**src/rtl/mux_n_pkg.sv**
```systemverilog
// rtl/mux_n_pkg.sv - sizing helpers for the pipelined N:1 mux tree
package mux_n_pkg;

  // Ceiling log2 for elaboration-time sizing; clog2(1) = 0.
  function automatic int clog2(input int n);
    int r;
    r = 0;
    while ((1 << r) < n) r++;
    return r;
  endfunction

  // Tree depth; a single lane still gets one (degenerate) level.
  function automatic int num_levels(input int n);
    return (n <= 1) ? 1 : clog2(n);
  endfunction

  // Levels handled by each register slice; the last slice takes what is left.
  function automatic int levels_per_slice(input int l, input int s);
    return (l + s - 1) / s;
  endfunction

  // First tree level handled by slice k (equals l once the tree is exhausted).
  function automatic int slice_lo(input int k, input int l, input int s);
    int x;
    x = k * levels_per_slice(l, s);
    return (x > l) ? l : x;
  endfunction

  // Lanes in the lower half of the top-level split; upper half is zero padded.
  function automatic int split_size(input int l);
    return 1 << (l - 1);
  endfunction

endpackage

```
**src/rtl/mux_n_pipe_stage.sv**
```systemverilog
// rtl/mux_n_pipe_stage.sv - one register slice of the mux tree (optional MUX_N_PIPE_SELCHK_EN error bit)
module mux_n_pipe_stage
  import mux_n_pkg::*;
#(
  parameter int W      = 8,
  parameter int M      = 4,
  parameter int PIN    = 2,
  parameter int NLEV   = 1,
  parameter int LOFF   = 0,
  parameter int LEVELS = 1,
  parameter bit LAST   = 1'b0
) (
  input  logic                      clk,
  input  logic                      rst_n,
  input  logic                      ld,
  input  logic                      din_valid,
  input  logic [PIN*W-1:0]          din,
  input  logic [M-1:0]              din_sel,
`ifdef MUX_N_PIPE_SELCHK_EN
  input  logic                      din_err,
  output logic                      err_q,
`endif
  output logic                      v_q,
  output logic [(PIN>>NLEV)*W-1:0]  dout,
  output logic [M-1:0]              sel_q
);

  localparam int POUT = PIN >> NLEV;

  logic [W-1:0]      work [PIN];
  logic [POUT*W-1:0] red;

  // Collapse this slice's 2:1 levels in place; the last slice zeroes beats whose
  // select has bits set above the tree depth (out of range beyond the padding).
  always_comb begin
    for (int i = 0; i < PIN; i++) work[i] = din[i*W +: W];
    for (int j = 0; j < NLEV; j++) begin
      for (int i = 0; i < (PIN >> (j + 1)); i++) begin
        work[i] = din_sel[LOFF + j] ? work[2*i + 1] : work[2*i];
      end
    end
    red = '0;
    for (int i = 0; i < POUT; i++) red[i*W +: W] = work[i];
    if (LAST && ((din_sel >> LEVELS) != '0)) red = '0;
  end

  // Slice register: loads a beat or a bubble whenever the downstream can take it.
  always_ff @(posedge clk or negedge rst_n) begin
    if (!rst_n) begin
      v_q   <= 1'b0;
      dout  <= '0;
      sel_q <= '0;
`ifdef MUX_N_PIPE_SELCHK_EN
      err_q <= 1'b0;
`endif
    end else if (ld) begin
      v_q   <= din_valid;
      dout  <= red;
      sel_q <= din_sel;
`ifdef MUX_N_PIPE_SELCHK_EN
      err_q <= din_err;
`endif
    end
  end

endmodule

```
**src/rtl/mux_n_pipe.sv**
```systemverilog
// rtl/mux_n_pipe.sv - pipelined N:1 mux with valid/ready; MUX_N_PIPE_SELCHK_EN adds sel_err
module mux_n_pipe
  import mux_n_pkg::*;
#(
  parameter int N      = 9,
  parameter int W      = 8,
  parameter int M      = 4,
  parameter int STAGES = 2
) (
  input  logic           clk,
  input  logic           rst_n,
  input  logic [N*W-1:0] in_data,
  input  logic [M-1:0]   in_sel,
  input  logic           in_valid,
  output logic           in_ready,
  output logic [W-1:0]   out_data,
  output logic           out_valid,
`ifdef MUX_N_PIPE_SELCHK_EN
  output logic           sel_err,
`endif
  input  logic           out_ready
);

  localparam int L = num_levels(N);
  localparam int P = 2 * split_size(L);

  logic [P*W-1:0]    lanes;
  logic [STAGES-1:0] v;
  logic [STAGES-1:0] ld;
  logic [M-1:0]      sel_c [STAGES+1];
`ifdef MUX_N_PIPE_SELCHK_EN
  logic              err_c [STAGES+1];
`endif

  // Pad the lane vector up to a full power-of-two tree with zero lanes.
  always_comb begin
    lanes = '0;
    lanes[N*W-1:0] = in_data;
  end

  // A single lane ignores the select entirely.
  assign sel_c[0] = (N == 1) ? '0 : in_sel;
`ifdef MUX_N_PIPE_SELCHK_EN
  assign err_c[0] = (N > 1) && (32'(in_sel) >= 32'(N));
`endif

  // Load enables: a slice loads if it is empty or the slice after it loads.
  // Built from registered valids only, so there is no combinational loop.
  always_comb begin
    ld = '0;
    ld[STAGES-1] = out_ready | ~v[STAGES-1];
    for (int k = STAGES - 2; k >= 0; k--) ld[k] = ld[k+1] | ~v[k];
  end

  assign in_ready = ld[0];

  for (genvar k = 0; k < STAGES; k++) begin : g_st
    localparam int LO   = slice_lo(k, L, STAGES);
    localparam int HI   = slice_lo(k + 1, L, STAGES);
    localparam int PIN  = P >> LO;
    localparam int POUT = P >> HI;

    logic [PIN*W-1:0]  din;
    logic              din_valid;
    logic [POUT*W-1:0] dout;

    if (k == 0) begin : g_src
      assign din       = lanes;
      assign din_valid = in_valid;
    end else begin : g_chain
      assign din       = g_st[k-1].dout;
      assign din_valid = v[k-1];
    end

    mux_n_pipe_stage #(
      .W      (W),
      .M      (M),
      .PIN    (PIN),
      .NLEV   (HI - LO),
      .LOFF   (LO),
      .LEVELS (L),
      .LAST   (k == STAGES - 1)
    ) u_stage (
      .clk       (clk),
      .rst_n     (rst_n),
      .ld        (ld[k]),
      .din_valid (din_valid),
      .din       (din),
      .din_sel   (sel_c[k]),
`ifdef MUX_N_PIPE_SELCHK_EN
      .din_err   (err_c[k]),
      .err_q     (err_c[k+1]),
`endif
      .v_q       (v[k]),
      .dout      (dout),
      .sel_q     (sel_c[k+1])
    );
  end

  assign out_data  = g_st[STAGES-1].dout;
  assign out_valid = v[STAGES-1];
`ifdef MUX_N_PIPE_SELCHK_EN
  assign sel_err   = v[STAGES-1] & err_c[STAGES];
`endif

endmodule

```
**config.mk**
```make
export PLATFORM = sky130hd
export DESIGN_NAME = mux_n_pipe
export DESIGN_NICKNAME = d
export VERILOG_FILES = /design/src/rtl/mux_n_pkg.sv /design/src/rtl/mux_n_pipe_stage.sv /design/src/rtl/mux_n_pipe.sv
export SDC_FILE = /design/constraint.sdc
export NUM_CORES = 1
export LEC_CHECK = 0
export CORE_MARGIN = 10
export CORE_UTILIZATION = 30
export CTS_BUF_LIST = sky130_fd_sc_hd__clkbuf_8 sky130_fd_sc_hd__clkbuf_16
export CTS_CLUSTER_SIZE = 10
export DETAILED_ROUTE_END_ITERATION = 8
export DONT_BUFFER_PORTS = 1
export HOLD_SLACK_MARGIN = 0.08
export SLEW_MARGIN = 20
export SYNTH_ARGS = -nofsm -noshare
export SYNTH_HDL_FRONTEND = slang
export SYNTH_SLANG_ARGS = --single-unit
```
**constraint.sdc**
```tcl
create_clock -name clk -period 2.9 [get_ports clk]
set_input_delay 0.87 -clock clk [delete_from_list [all_inputs] [get_ports clk]]
set_output_delay 0.87 -clock clk [all_outputs]
set_load 0.05 [all_outputs]
```
==> impl_metrics.csv, run 1 <==
group,metric,value,unit
synth,yosysWarnings,0,
global_routing,antenna_found_initial,0,
setup_path,startpoint_type,"input pin",
global_routing,grt_pass1_vias,1457,
route,routed.top_layer,"met4",
sta,slew_headroom,0.576,
sta,fmax,0.462,GHz
sta,drv_slew,0,
power,power.density,601,nW/um^2
outcome,status,"complete, no violations",
synth,syn_area,1940,sq um
flow_run,maxCapViolCount,0,
cells_and_area,final_cell_mix,"nand2_1 (70), dfrtp_1 (36), mux4_2 (9), nor2_1 (9)",
setup_path,endpoint_kind,"primary output",
setup_path,crit_type,"input pin to primary output",
die,start_util,0.307,
cts,worstSkewPairLatency,290,ps
die,boundaryPins,90,
cells_and_area,fillCellCount,682,
setup_path,crit_fanout,2,
setup_path,max_stage_delay,230,ps
synth,syn_inst,183,
setup_path,crit_family,"buffers and inverters",
sta,finalHoldViolCount,0,
route,drt_iter0_drc,93,
cells_and_area,n_antenna_cell,0,
cells_and_area,syn_to_final_growth,6.26,%
route,routed_wl,5040,microns
synth,synth.distinct_cells,18,
sta,clock_skew,2.93,ps
sta,setup_tns,0,ps
route,dr_total_vias,1315,
cells_and_area,fin_area,2060,sq um
cts,cts_buffer_depth,2,
sta,final-setup-viol-count,0,
min_path,hp-class,"input pin to async pin",
route,first_pass_iters,4,
cells_and_area,final_nets,259,
sta,layout_min_cycle_time,2170,ps
power,ir_drop,0.235,mV
global_routing,grt_pass1_wl,7890,microns
route,met1_length,2170,microns
route,wl_met2,2160,microns
die,fp.dieW,100,microns
cts,clk_root_buffer_cell,"clkbuf_8",
cells_and_area,drive_gt1_frac,0.106,
sta,rsz0062_at_grt,"false",
route,wl_per_cell,19.6,microns
die,die_y,100,microns
route,dr_wl_met3,638,microns
cts,post_cts_buffers,0,
setup_path,cp.arrival,1300,ps
cells_and_area,final_common_cell,"nand2_1",
setup_path,required,2030,ps
placement,postPlaceCellArea,1970,sq um
setup_path,path_cells,"and3b_1, inv_2",
power,power.leakage,0.976,nW
global_routing,overflow,0,
cts,cts.clk_slew.worst_paths,70,ps
sta,post-route-period-util,0.747,
cts,cts_resized,0,
placement,gp_congestion,0.803,
sta,worstMarginPinSlew,634,ps
route,drc,0,
die,rows,29,
synth,ys_seq_area_frac,0.465,
die,core,6310,sq um
synth,syn-num-nets,263,
setup_path,path_buf_inv,1,
cts,numCtsBuffers,5,
cts,ctsHoldBuffers,0,
global_routing,grt_usage,0.101,
cts,tritoncts,"done",
cts,clkSinkCount,36,
placement,hpwlAfterDp,4040,microns
die,die_area,10100,sq um
route,postRouteAntennaNets,0,
global_routing,grt_max_degree,37,
synth,ys_ff_latch,36,
synth,syn_area_per_cell,10.6,sq um
cts,h-tree-depth,2,
placement,numPortBuffers,0,
setup_path,slowest_stage,"inv_2",
route,avgViaCountPerCell,5.12,
==> logic make-up after synthesis <==
| family | after synthesis | synth area share |
|---|---|---|
| buffers and inverters | 15 | 0.0471 |
| AOI/OAI and AO/OA | 16 | 0.0568 |
| and+or+nand+nor | 92 | 0.191 |
| DFF | 36 | 0.465 |
| muxes | 24 | 0.241 |
==> flip-flops by register name, summed over array words and instances, names as in the netlist <==
name,count
g_st.u_stage.dout,32
g_st.u_stage.sel_q,2
g_st.u_stage.v_q,2
==> synthesized netlist by cell type <==
library cell | n | area [sq um]
nand2_1 | 70 | 263
dfrtp_1 | 36 | 901
buf_2 | 9 | 45.0
mux4_2 | 9 | 203
nor2_1 | 9 | 33.8
a21oi_1 | 8 | 40.0
a2bb2oi_1 | 8 | 70.1
mux2i_1 | 8 | 80.1
nand3_1 | 8 | 40.0
mux4_1 | 7 | 184
nand2b_1 | 3 | 18.8
clkbuf_1 | 2 | 7.51
and3b_1 | 1 | 8.76
buf_1 | 1 | 3.75
buf_12 | 1 | 20.0
buf_6 | 1 | 11.3
inv_2 | 1 | 3.75
nor2b_1 | 1 | 6.26
==> per-layer routing <==
metal | track usage | vias to the layer above
li1 | - | 626
met1 | 0.122 | 612
met2 | 0.144 | 73
met3 | 0.0577 | 4
met4 | 0.0359 | 0
met5 | 0 | -
==> power by group <==
part	internal (mW)	total, mW	switching (mW)	leakage [nW]
Sequential	0.566	0.695	0.129	0.439
Combinational	0.0981	0.187	0.0891	0.483
Clock	0.187	0.356	0.170	0.0538
==> layout make-up <==
class                   instances  area, sq um  share of cell area
clock inverters                 2         7.51             0.00364
multi-input cells             132          947               0.460
inverters                       1         3.75             0.00182
flip-flops and latches         36          901               0.437
well taps                      77         96.3              0.0468
clock buffers                   6         82.6              0.0401
repair buffers                  3         22.5              0.0109
==> final timing paths <==
kind | from | end | slack (ps) | depth (start not counted)
max in group asynchronous | rst_n | g_st[0].u_stage.dout[3] | 2550 | 0
worst min register to register | g_st[0].u_stage.v_q | g_st[1].u_stage.v_q | 450 | 1
worst max register to register | g_st[0].u_stage.sel_q[3] | g_st[1].u_stage.dout[7] | 1430 | 3
min in group clk | g_st[0].u_stage.v_q | g_st[1].u_stage.v_q | 450 | 1
worst max-delay path | out_ready | in_ready | 730 | 2
worst min-delay path | rst_n | g_st[0].u_stage.dout[8] | 270 | 0
==> per-stage QoR <==
stage               power [mW]  utilization  hold slack (ps)  cells  setup WS, ps
global route              1.30        0.326              256    257           720
finish                    1.24        0.326              272    257           734
detailed placement       0.897        0.312              442    249           733
floorplan                0.861            -              427    183           408
CTS                       1.25        0.326              264    257           729
global placement         0.892        0.312              439    249           726
(Power assumes the default switching activity.)
==> run 2, diff against run 1 <==
==> constraint.sdc (replaced) <==
create_clock -name clk -period 1.9 [get_ports clk]
set_input_delay 0.57 -clock clk [delete_from_list [all_inputs] [get_ports clk]]
set_output_delay 0.57 -clock clk [all_outputs]
set_load 0.05 [all_outputs]
==> run 2 against run 1 <==
Hold slack worse by 160 ps. Die area stayed put. Sequential power is 53% higher. Combinational power is 64% higher. Final cell count is 0.78% higher. Via count is 1.3% lower. Critical path type is now flip-flop to primary output. Flip-flop and latch count stayed put. First-iteration DRC count is 1.1% higher. Total power is 50% higher.
==> impl_metrics.csv, run 2 (synthesized netlist as in run 1, its figures left out) <==
group,metric,value,unit
outcome,status,"complete, no violations",
placement,postPlaceCellArea,1990,sq um
die,die_area,10100,sq um
global_routing,grt_pass1_wl,7420,microns
sta,clock_skew,2.79,ps
cells_and_area,n_antenna_cell,0,
route,wl_per_cell,18.8,microns
die,core,6310,sq um
placement,hpwlAfterDp,3990,microns
route,first_pass_iters,4,
die,boundaryPins,90,
setup_path,required,1330,ps
route,postRouteAntennaNets,0,
cts,clk_root_buffer_cell,"clkbuf_8",
cells_and_area,syn_to_final_growth,7.42,%
cells_and_area,top_regs,"g_st.u_stage.dout: 32 flops, g_st.u_stage.sel_q: 2 flops, g_st.u_stage.v_q: 2 flops",
global_routing,grt_usage,0.0955,
sta,post-route-period-util,0.885,
power,ir_drop,0.280,mV
route,drc,0,
setup_path,startpoint_type,"flip-flop",
global_routing,grt_pass1_vias,1409,
die,start_util,0.307,
sta,final-setup-viol-count,0,
cells_and_area,fin_area,2080,sq um
setup_path,endpoint_kind,"primary output",
setup_path,slowest_stage,"dfrtp_1",
global_routing,grt_max_degree,37,
die,rows,29,
sta,worstMarginPinSlew,559,ps
setup_path,path_buf_inv,1,
flow_run,maxCapViolCount,0,
route,dr_total_vias,1298,
sta,setup_tns,0,ps
cts,h-tree-depth,2,
setup_path,cp.arrival,1110,ps
cells_and_area,final_cell_mix,"nand2_1 (70), dfrtp_1 (36), mux4_2 (9), nor2_1 (9)",
route,drt_iter0_drc,94,
sta,fmax,0.594,GHz
cts,numCtsBuffers,5,
cells_and_area,final_nets,262,
power,power.leakage,0.987,nW
cells_and_area,drive_gt1_frac,0.121,
cts,worstSkewPairLatency,280,ps
setup_path,crit_fanout,3,
cells_and_area,regMostFlops,"g_st.u_stage.dout",
die,die_y,100,microns
setup_path,crit_type,"flip-flop to primary output",
cts,clkSinkCount,36,
sta,finalHoldViolCount,0,
sta,drv_slew,0,
setup_path,crit_family,"flip-flops",
sta,slew_headroom,0.627,
cts,cts_buffer_depth,2,
global_routing,overflow,0,
sta,finalWorstSetupSlack,218,ps
setup_path,max_stage_delay,370,ps
placement,post-place-ws,322,ps
placement,numPortBuffers,0,
cells_and_area,largest_reg_flops,32,
cells_and_area,final_common_cell,"nand2_1",
global_routing,antenna_found_initial,0,
sta,rsz0062_at_grt,"false",
cts,cts_resized,0,
cts,tritoncts,"done",
cells_and_area,final_util,0.330,
sta,layout_min_cycle_time,1680,ps
power,power.density,890,nW/um^2
die,fp.dieW,100,microns
placement,gp_congestion,0.827,
route,routed_wl,4870,microns
cts,cts.clk_slew.worst_paths,60,ps
setup_path,path_cells,"and3b_1, inv_2",
min_path,hp-class,"input pin to async pin",
route,avgViaCountPerCell,5.01,
-- run 2: final cells by class --
cell class	count	area, sq um
Fill cell	658	4230
Multi-Input combinational cell	132	947
Sequential cell	36	901
Tap cell	77	96.3
Clock buffer	5	68.8
Timing Repair Buffer	6	57.6
Clock inverter	2	8.76
Inverter	1	3.75
-- run 2: what timing repair did --
item	CTS	global route
hold buffers	1	0
hold endpoints to repair	36	0
buffers inserted	0	0
-- run 2: power by group --
group	internal (mW)	switching, mW
combinational	0.158	0.148
clock	0.243	0.244
sequential	0.864	0.197
total	1.26	0.589
-- run 2: final timing paths --
| kind | from | to | slack, ps | cells past startpoint |
|---|---|---|---|---|
| min | rst_n | g_st[1].u_stage.dout[5] | 120 | 1 |
| min in group clk | in_valid | g_st[0].u_stage.v_q | 390 | 1 |
| min reg2reg | g_st[0].u_stage.v_q | g_st[1].u_stage.v_q | 460 | 1 |
| max reg2reg | g_st[0].u_stage.sel_q[3] | g_st[1].u_stage.dout[0] | 480 | 3 |
| max | g_st[0].u_stage.v_q | in_ready | 220 | 2 |
| max in group asynchronous | rst_n | g_st[0].u_stage.dout[9] | 1600 | 1 |
-- run 2: stage by stage --
step | instances | total power [mW] | hold WS, ps
detailed placement | 251 | 1.37 | 276
global route | 259 | 1.96 | 123
finish | 259 | 1.85 | 116
floorplan | 183 | 1.32 | 274
CTS | 259 | 1.89 | 118
global placement | 251 | 1.37 | 276
-- run 2: worst register-to-register path: stages (launching register included) --
cell,delay [ps]
dfrtp_1,550
nor2b_1,480
a2bb2oi_1,160
a21oi_1,150
-- run 2: metal layers --
| layer | up-vias | GRT usage | wire (microns) |
|---|---|---|---|
| met5 | - | 0 | 0 |
| met4 | 0 | 0.0511 | 112 |
| met3 | 9 | 0.0577 | 710 |
| met2 | 73 | 0.138 | 2090 |
| met1 | 583 | 0.107 | 1950 |
| li1 | 633 | - | - |
==> run 3, diff against run 2 <==
--- a/config.mk
+++ b/config.mk
@@ -16,3 +16,4 @@
 export SYNTH_ARGS = -nofsm -noshare
 export SYNTH_HDL_FRONTEND = slang
 export SYNTH_SLANG_ARGS = --single-unit
+export TNS_END_PERCENT = 1
==> constraint.sdc (replaced) <==
create_clock -name clk -period 2.15 [get_ports clk]
set_input_delay 0.645 -clock clk [delete_from_list [all_inputs] [get_ports clk]]
set_output_delay 0.645 -clock clk [all_outputs]
set_load 0.05 [all_outputs]
==> run 3 against run 2 <==
Register-to-register slack improved by 180 ps. Final area decreased by 1.1%. Die area is the same.
==> impl_metrics.csv, run 3 (synthesized netlist as in run 1, its figures left out) <==
group,metric,value,unit
route,routed_wl,5050,microns
cts,post_cts_buffers,0,
global_routing,antenna_found_initial,0,
sta,worst_hold_slack,186,ps
global_routing,grt_pass1_wl,7920,microns
cts,cts_resized,0,
setup_path,slowest_stage,"dfrtp_1",
sta,finalHoldViolCount,0,
setup_path,worst_r2r_path_depth,3,
route,dr_total_vias,1305,
setup_path,required,1500,ps
cts,tritoncts,"done",
setup_path,crit_start,"g_st[0].u_stage.v_q",
setup_path,critPathCapture,"in_ready",
die,rows,29,
setup_path,rrSetupSlack,660,ps
cells_and_area,top_regs,"g_st.u_stage.dout: 32 flops, g_st.u_stage.sel_q: 2 flops, g_st.u_stage.v_q: 2 flops",
route,first_pass_iters,4,
route,drt_iter0_drc,71,
cts,cts.clk_slew.worst_paths,60,ps
setup_path,path_cells,"and3b_1, inv_2",
global_routing,overflow,0,
die,core,6310,sq um
global_routing,grt_pass1_vias,1459,
sta,final-setup-viol-count,0,
die,die_y,100,microns
die,start_util,0.307,
sta,clock_skew,2.15,ps
sta,fmax,0.574,GHz
placement,numPortBuffers,0,
sta,drv_slew,0,
die,boundaryPins,90,
cells_and_area,final_nets,260,
flow_run,maxCapViolCount,0,
route,postRouteAntennaNets,0,
die,fp.dieW,100,microns
cts,h-tree-depth,2,
min_path,hp-class,"input pin to async pin",
cells_and_area,final_common_cell,"nand2_1",
cells_and_area,n_antenna_cell,0,
cells_and_area,fillCellCount,671,
power,power.density,791,nW/um^2
sta,post-route-period-util,0.810,
placement,hpwlAfterDp,4040,microns
sta,slew_headroom,0.595,
sta,layout_min_cycle_time,1740,ps
outcome,status,"complete, no violations",
placement,gp_congestion,0.739,
sta,worstMarginPinSlew,605,ps
power,power.leakage,0.968,nW
route,avgViaCountPerCell,5.12,
setup_path,crit_fanout,2,
setup_path,regToRegEndpoint,"g_st[1].u_stage.dout[3]",
setup_path,crit_type,"flip-flop to primary output",
setup_path,startpoint_type,"flip-flop",
power,ir_drop,0.223,mV
route,wl_per_cell,19.8,microns
setup_path,endpoint_kind,"primary output",
cts,clk_root_buffer_cell,"clkbuf_8",
setup_path,timing.rr.start,"g_st[0].u_stage.sel_q[3]",
route,drc,0,
sta,rsz0062_at_grt,"false",
die,die_area,10100,sq um
cells_and_area,regMostFlops,"g_st.u_stage.dout",
cts,clkSinkCount,36,
cells_and_area,syn_to_final_growth,6.19,%
global_routing,grt_usage,0.102,
cells_and_area,drive_gt1_frac,0.107,
cells_and_area,largest_reg_flops,32,
setup_path,cp.arrival,1100,ps
global_routing,grt_max_degree,37,
setup_path,max_stage_delay,370,ps
cts,numCtsBuffers,5,
cells_and_area,final_cell_mix,"nand2_1 (70), dfrtp_1 (36), mux4_2 (9), nor2_1 (9)",
sta,setup_tns,0,ps
cts,cts_buffer_depth,2,
cts,worstSkewPairLatency,290,ps
## run 3: cell types whose count changed in the layout (fill, tap and decap cells not counted)
cell,before,now
inv_1,1,0
buf_4,5,3
clkinv_2,1,0
## run 3: worst min-delay path by stage
stage          cells after the start  slack, ps  startpoint                 endpoint
2_1_floorplan                      0        350       rst_n  g_st[0].u_stage.dout[0]
3_3_place_gp                       0        350       rst_n  g_st[1].u_stage.dout[2]
3_5_place_dp                       0        350       rst_n  g_st[1].u_stage.dout[2]
4_1_cts                            1        190       rst_n  g_st[0].u_stage.dout[8]
5_1_grt                            1        190       rst_n  g_st[1].u_stage.dout[2]
6_report                           1        190       rst_n  g_st[1].u_stage.dout[2]
## run 3: area by class of cell
class                   instances  area (sq um)  area share
repair buffers                  4          42.5      0.0207
multi-input cells             132           947       0.460
flip-flops and latches         36           901       0.437
clock buffers                   5          68.8      0.0334
well taps                      77          96.3      0.0468
inverters                       1          3.75     0.00182
## run 3: repair_timing
action	CTS	global route
endpoints found under the setup margin	0	0
hold buffers	1	0
endpoints found under the hold margin	36	0
## run 3: where the power goes
group / switching, mW / leakage, nW / internal (mW)
sequential: 0.172 / 0.439 / 0.763
combinational: 0.134 / 0.493 / 0.136
clock: 0.214 / 0.0359 / 0.208
## run 3: per-stage QoR
stage / instance area [sq um] / worst slack (ps) / util / cells / power [mW]
2_1_floorplan: 1940 / 108 / - / 183 / 1.16
3_3_place_gp: 1970 / 424 / 0.312 / 249 / 1.20
3_5_place_dp: 1970 / 429 / 0.312 / 249 / 1.21
4_1_cts: 2060 / 390 / 0.326 / 255 / 1.65
5_1_grt: 2060 / 365 / 0.326 / 255 / 1.71
6_report: 2060 / 408 / 0.326 / 255 / 1.63
## run 3: critical path, delay by kind of cell (launching register included)
family,cells,cell delay (ps)
buffers and inverters,1,230
DFF,1,370
and+or+nand+nor,1,220
## run 3: layer usage
metal	track usage	wire, microns
met3	0.0556	654
met5	0	0
met2	0.146	2150
met4	0.0424	72
met1	0.122	2180
